**src/rtl/ex_stage_mul_pkg.sv**
```systemverilog
// Shared encodings for the execute stage: ALU op classes, R-type funct codes,
// forwarding selects and the multiply sequencing states.
package ex_stage_mul_pkg;

  localparam logic [1:0] AluOpAdd   = 2'b00;
  localparam logic [1:0] AluOpSub   = 2'b01;
  localparam logic [1:0] AluOpFunct = 2'b10;
  localparam logic [1:0] AluOpOr    = 2'b11;

  localparam logic [5:0] FunctAdd = 6'b100000;
  localparam logic [5:0] FunctSub = 6'b100010;
  localparam logic [5:0] FunctAnd = 6'b100100;
  localparam logic [5:0] FunctOr  = 6'b100101;
  localparam logic [5:0] FunctMul = 6'b011000;

  localparam logic [1:0] FwdIdEx  = 2'b00;
  localparam logic [1:0] FwdMemWb = 2'b01;
  localparam logic [1:0] FwdExMem = 2'b10;

  typedef enum logic [1:0] {
    StIdle,
    StBusy,
    StDone
  } mul_state_e;

endpackage

```
**src/rtl/ex_stage_mul_mul_iter.sv**
```systemverilog
// Iterative shift-add multiplier datapath: retires STEP multiplier bits per cycle
// and produces the low WIDTH bits of the product. Sequencing is owned by the caller.
module mul_iter #(
  parameter int unsigned STEP  = 1,
  parameter int unsigned WIDTH = 32
) (
  input  logic             clk,
  input  logic             rst,
  input  logic             start,
  input  logic [WIDTH-1:0] a,
  input  logic [WIDTH-1:0] b,
  output logic             busy,
  output logic             done,
  output logic [WIDTH-1:0] product
);

  localparam int unsigned ITER = WIDTH / STEP;
  localparam int unsigned CntW = $clog2(ITER);

  logic [WIDTH-1:0] a_q, b_q, acc_q, partial;
  logic [CntW-1:0]  cnt_q;
  logic             busy_q;

  always_comb begin
    partial = '0;
    for (int i = 0; i < STEP; i++) begin
      if (b_q[i]) partial = partial + (a_q << i);
    end
  end

  always_ff @(posedge clk) begin
    if (rst) begin
      a_q    <= '0;
      b_q    <= '0;
      acc_q  <= '0;
      cnt_q  <= '0;
      busy_q <= 1'b0;
    end else if (start) begin
      a_q    <= a;
      b_q    <= b;
      acc_q  <= '0;
      cnt_q  <= CntW'(ITER - 1);
      busy_q <= 1'b1;
    end else if (busy_q) begin
      acc_q <= acc_q + partial;
      a_q   <= a_q << STEP;
      b_q   <= b_q >> STEP;
      if (cnt_q == '0) busy_q <= 1'b0;
      else             cnt_q  <= cnt_q - 1'b1;
    end
  end

  assign busy    = busy_q;
  assign done    = busy_q && (cnt_q == '0);
  assign product = acc_q;

endmodule

```
**src/rtl/ex_stage_mul.sv**
```systemverilog
// Execute stage with EX/MEM register. Single-cycle ALU ops, plus an iterative MUL
// that stalls the upstream pipeline and inserts bubbles until the product is ready.
module ex_stage_mul
  import ex_stage_mul_pkg::*;
#(
  parameter int unsigned STEP  = 1,
  parameter int unsigned WIDTH = 32
) (
  input  logic             clk_i,
  input  logic             rst_i,
  input  logic [WIDTH-1:0] data1_i,
  input  logic [WIDTH-1:0] data2_i,
  input  logic [WIDTH-1:0] sign_extended_i,
  input  logic [31:0]      instruction_i,
  input  logic             RegDst_i,
  input  logic             ALUSrc_i,
  input  logic             MemToReg_i,
  input  logic             RegWrite_i,
  input  logic             MemWrite_i,
  input  logic             MemRead_i,
  input  logic [1:0]       ALUOp_i,
  input  logic [1:0]       fwd_a_i,
  input  logic [1:0]       fwd_b_i,
  input  logic [WIDTH-1:0] exmem_fwd_i,
  input  logic [WIDTH-1:0] memwb_fwd_i,
  output logic             stall_o,
  output logic [WIDTH-1:0] alu_result_o,
  output logic [WIDTH-1:0] mem_wdata_o,
  output logic [4:0]       wreg_o,
  output logic             RegWrite_o,
  output logic             MemToReg_o,
  output logic             MemWrite_o,
  output logic             MemRead_o
);

  logic [WIDTH-1:0] op_a, b_fwd, op_b, alu_res, product, ex_result;
  logic [5:0]       funct;
  logic [4:0]       wreg_d;
  logic             is_mul, mul_start, mul_busy, mul_done, capture;
  logic             unused_instr;
  mul_state_e       state_q, state_d;

  assign funct        = instruction_i[5:0];
  assign wreg_d       = RegDst_i ? instruction_i[15:11] : instruction_i[20:16];
  assign is_mul       = (ALUOp_i == AluOpFunct) && (funct == FunctMul);
  assign unused_instr = ^{instruction_i[31:21], instruction_i[10:6]};

  function automatic logic [WIDTH-1:0] fwd_mux(logic [1:0] sel, logic [WIDTH-1:0] idex,
                                               logic [WIDTH-1:0] exmem,
                                               logic [WIDTH-1:0] memwb);
    case (sel)
      FwdExMem: return exmem;
      FwdMemWb: return memwb;
      default:  return idex;
    endcase
  endfunction

  assign op_a  = fwd_mux(fwd_a_i, data1_i, exmem_fwd_i, memwb_fwd_i);
  assign b_fwd = fwd_mux(fwd_b_i, data2_i, exmem_fwd_i, memwb_fwd_i);
  assign op_b  = ALUSrc_i ? sign_extended_i : b_fwd;

  always_comb begin
    alu_res = op_a + op_b;
    case (ALUOp_i)
      AluOpSub: alu_res = op_a - op_b;
      AluOpOr:  alu_res = op_a | op_b;
      AluOpFunct: begin
        case (funct)
          FunctSub: alu_res = op_a - op_b;
          FunctAnd: alu_res = op_a & op_b;
          FunctOr:  alu_res = op_a | op_b;
          default:  alu_res = op_a + op_b;
        endcase
      end
      default: ;
    endcase
  end

  mul_iter #(
    .STEP  (STEP),
    .WIDTH (WIDTH)
  ) u_mul_iter (
    .clk     (clk_i),
    .rst     (rst_i),
    .start   (mul_start),
    .a       (op_a),
    .b       (b_fwd),
    .busy    (mul_busy),
    .done    (mul_done),
    .product (product)
  );

  // DONE always returns to IDLE so the still-held MUL in ID/EX is not re-issued.
  always_comb begin
    state_d   = state_q;
    stall_o   = 1'b0;
    mul_start = 1'b0;
    capture   = 1'b0;
    unique case (state_q)
      StIdle: begin
        if (is_mul) begin
          stall_o   = 1'b1;
          mul_start = 1'b1;
          state_d   = StBusy;
        end else begin
          capture = 1'b1;
        end
      end
      StBusy: begin
        stall_o = 1'b1;
        if (mul_done || !mul_busy) state_d = StDone;
      end
      StDone: begin
        capture = 1'b1;
        state_d = StIdle;
      end
      default: state_d = StIdle;
    endcase
  end

  assign ex_result = (state_q == StDone) ? product : alu_res;

  // Bubbles clear only the controls; data and wreg keep their last values.
  always_ff @(posedge clk_i) begin
    if (rst_i) begin
      state_q      <= StIdle;
      alu_result_o <= '0;
      mem_wdata_o  <= '0;
      wreg_o       <= '0;
      RegWrite_o   <= 1'b0;
      MemToReg_o   <= 1'b0;
      MemWrite_o   <= 1'b0;
      MemRead_o    <= 1'b0;
    end else begin
      state_q <= state_d;
      if (capture) begin
        alu_result_o <= ex_result;
        mem_wdata_o  <= b_fwd;
        wreg_o       <= wreg_d;
        RegWrite_o   <= RegWrite_i;
        MemToReg_o   <= MemToReg_i;
        MemWrite_o   <= MemWrite_i;
        MemRead_o    <= MemRead_i;
      end else begin
        RegWrite_o <= 1'b0;
        MemToReg_o <= 1'b0;
        MemWrite_o <= 1'b0;
        MemRead_o  <= 1'b0;
      end
    end
  end

endmodule
```
**config.mk**
```make
export PLATFORM = sky130hd
export DESIGN_NAME = ex_stage_mul
export DESIGN_NICKNAME = d
export VERILOG_FILES = /design/src/rtl/ex_stage_mul_pkg.sv /design/src/rtl/ex_stage_mul_mul_iter.sv /design/src/rtl/ex_stage_mul.sv
export SDC_FILE = /design/constraint.sdc
export NUM_CORES = 1
export LEC_CHECK = 0
export BUFFER_PORTS_ARGS = -buffer_cell sky130_fd_sc_hd__buf_2
export CAP_MARGIN = 20
export CORE_MARGIN = 1.5
export CORE_UTILIZATION = 58
export CTS_BUF_LIST = sky130_fd_sc_hd__clkbuf_16
export DETAILED_ROUTE_END_ITERATION = 16
export PLACE_DENSITY = 0.93
export SLEW_MARGIN = 25
export SYNTH_ARGS = -nofsm -noshare
export SYNTH_HDL_FRONTEND = slang
export SYNTH_SLANG_ARGS = --single-unit
```
**constraint.sdc**
```tcl
create_clock -name clk_i -period 5.7 [get_ports clk_i]
set_clock_uncertainty 0.05 [all_clocks]
set_input_delay 0.57 -clock clk_i [delete_from_list [all_inputs] [get_ports clk_i]]
set_output_delay 0.57 -clock clk_i [all_outputs]
set_load 0.02 [all_outputs]
```
==> flow_summary_export.csv <==
group,metric,value,unit
worst_setup_path,cp.arrival,5.24,ns
logic_synthesis,async_reset_ff_frac,0,
cts,htreeDepth,4,
logic_synthesis,synth.distinct_cells,88,
floorplanning,fp.dieH,167,um
power,power.density,240,mW/mm2
grt,grt_pass1_wl,90000,um
layout,utilization,0.681,
power,ir_drop,0.223,mV
min_path,hold_depth,2,
timing,finalSetupViolCount,0,
logic_synthesis,syn_inst,2083,
cts,clk_pin_slew,0.08,ns
layout,seqCellArea,0.00355,mm2
timing,fmax,203,MHz
grt,grt_usage,0.410,
layout,diodes,0,
cts,post_cts_resized,0,
layout,nets,2625,
cts,cts_buffers,17,
layout,nFillCells,2175,
placement,pre_cts_ws,0.532,ns
worst_setup_path,worstPathRequired,6.01,ns
floorplanning,core-area,0.0262,mm2
logic_synthesis,yosysWarnings,0,
min_path,min-delay-path-class,"input pin to register",
logic_synthesis,synth_xor_area_frac,0.0404,
logic_synthesis,synthMuxAreaShare,0.0784,
layout,multi_input_area,0.0111,mm2
power,p_leak,7.92,nW
worst_setup_path,reg2reg_slack,1.62,ns
detailed_routing,wl_met2,25900,um
cts,numClockSinks,177,
timing,whs,0.298,ns
detailed_routing,drc,0,
run_status,status,"finished clean",
grt,grt_overflow_total,0,
detailed_routing,wl_met1,23200,um
floorplanning,ios,280,
timing,setup_slack,0.775,ns
logic_synthesis,syn_area,0.0156,mm2
min_path,hold_start,"MemToReg_i",
detailed_routing,viasPerCell,6.63,
logic_synthesis,synth_fa_ha_area_frac,0.102,
detailed_routing,drtIter0Drc,2631,
logic_synthesis,synth-main-ff-cell,"dfxtp_1",
worst_setup_path,r2r_cells,14,
cts,cts_tree,"done",
detailed_routing,routed_wirelength,58700,um
timing,period_minus_slack,4.92,ns
detailed_routing,drt.antenna.violating_nets,0,
logic_synthesis,ys_ff_latch,177,
detailed_routing,drt-pass1-iter-count,9,
cts,cts_buffer_depth,2,
flow_run,drv_cap,0,
cts,postCtsSetupBuffers,0,
placement,io_buffer_count,263,
detailed_routing,wl_per_cell,22.2,um
floorplanning,chipWidth,167,um
logic_synthesis,syn_nets,2414,
logic_synthesis,syn_area_per_cell,7.50,um2
detailed_routing,wl_met3,6950,um
cts,holdBufCountCts,0,
grt,grt_max_degree,86,
timing,slew_headroom,0.307,
floorplanning,start_util,0.596,
floorplanning,die_area,0.0279,mm2
worst_setup_path,endpoint_kind,"register",
layout,area_growth,14.3,%
floorplanning,rows,59,
timing,hold_violations,0,
worst_setup_path,crit_type,"input pin to register",
placement,gp_congestion,0.994,
logic_synthesis,synth_top_family_by_area,"compound AO/OA/AOI/OAI gates",
logic_synthesis,synth_compound_area_frac,0.299,
placement,dp_hpwl,45100,um
timing,finalCritPeriodShare,0.864,
cts,clk_latency,0.46,ns
worst_setup_path,worst-path-max-fanout,17,
detailed_routing,routed.top_layer,"met5",
worst_setup_path,cp-start-kind,"input pin",
grt,antenna_found_initial,0,
timing,final-max-slew-violation-count,0,
logic_synthesis,synth.yosys.seq_area_share,0.227,
min_path,whs_endpoint,"MemToReg_o",
worst_setup_path,regToRegEndpoint,"u_mul_iter.product[30]",
layout,final_cell_mix,"buf_2, nand2_1, nor2_1",
worst_setup_path,r2r_start,"u_mul_iter.b_q[0]",
timing,setup_tns,0,ns
layout,layout-drive-gt1-share,0.184,
layout,layout_commonest_cell,"buf_2",
logic_synthesis,synth-simple-area-share,0.190,
timing,rsz0062_at_grt,"no",
detailed_routing,num_vias,17515,
cts,cts_root_buf,"clkbuf_16",
grt,grt_pass1_vias,16228,
timing,worst_pin_slew,1.04,ns
logic_synthesis,synth_edf_count,0,
synth_stat cells, drive strengths merged, types with 24 or more instances:
library cell	number	area, um2
nand2	218	818
nor2	196	746
dfxtp	177	3540
a21oi	169	876
o21ai	137	689
inv	124	465
ha	122	1530
clkbuf	105	394
mux2i	92	921
a211oi	88	661
a22oi	66	495
xnor2	47	412
and2	38	238
nand3	32	160
nor3	31	155
a21o	28	210
a31oi	28	175
mux2	27	304
a221oi	25	292
xor2	25	219
o22ai	24	150
flip-flops by register name, indices dropped and copies added (netlist names):
name                flops
u_mul_iter.product     32
MemWrite_o              1
u_mul_iter.cnt_q        5
u_mul_iter.busy         1
MemToReg_o              1
wreg_o                  5
u_mul_iter.a_q         32
state_q                 2
u_mul_iter.b_q         32
RegWrite_o              1
alu_result_o           32
MemRead_o               1
mem_wdata_o            32
per-layer routing:
layer,vias to the layer above,track usage
met4,2,0.189
met5,-,0.0122
met3,173,0.0882
li1,7976,-
met2,1214,0.642
met1,8150,0.538
stage by stage:
step,power [mW],instances,instance area (um2)
6_report,4.28,2641,17800
5_1_grt,4.44,2641,17800
4_1_cts,4.20,2641,17800
3_5_place_dp,3.05,2610,17300
3_3_place_gp,3.02,2610,17300
2_1_floorplan,2.49,2083,15600
cell type report:
cell class              count  area share
inverters                 125      0.0263
well taps                 335      0.0235
clock inverters            14     0.00799
flip-flops and latches    177       0.199
clock buffers              17      0.0238
repair buffers            319      0.0974
multi-input cells        1654       0.622
how the worst max path moves through the flow:
| stage | start | endpoint | slack [ns] | cells after the start |
|---|---|---|---|---|
| detailed placement | fwd_b_i[1] | alu_result_o[28] | 0.53 | 17 |
| global placement | fwd_b_i[1] | alu_result_o[28] | 0.59 | 17 |
| CTS | fwd_b_i[1] | alu_result_o[28] | 0.97 | 17 |
| global route | fwd_b_i[1] | alu_result_o[21] | 0.45 | 17 |
| finish | fwd_a_i[1] | alu_result_o[28] | 0.78 | 18 |
| floorplan | fwd_b_i[0] | alu_result_o[28] | 1.12 | 20 |
worst max-delay path, stage by stage:
cell and delay [ns]:
buf_2 0.11, inv_1 0.05, ha_1 0.56, a22oi_1 0.18, o21ai_0 0.77, inv_1 0.13
ha_1 0.37, nand2_1 0.11, o21ai_0 0.08, buf_4 0.16, a2111oi_0 0.45, a2111o_1 0.29
and4bb_1 0.30, o31a_1 0.22, o21ai_0 0.15, a211o_1 0.32, a32o_1 0.22, a211oi_1 0.19
cells by family after synthesis:
group	after synthesis
multiplexers	119
AO/OA/AOI/OAI	697
AND/OR/NAND/NOR	641
XOR/XNOR	72
buffers and inverters	252
flip-flops	177
adder cells (fa/ha/maj)	125
where the power goes:
group	internal (mW)	switching [mW]	total, mW	leakage, nW
logic	0.641	1.09	1.73	6.20
registers	1.30	0.0555	1.36	1.45
clock network	0.580	0.606	1.19	0.277
(Power assumes the default switching activity.)
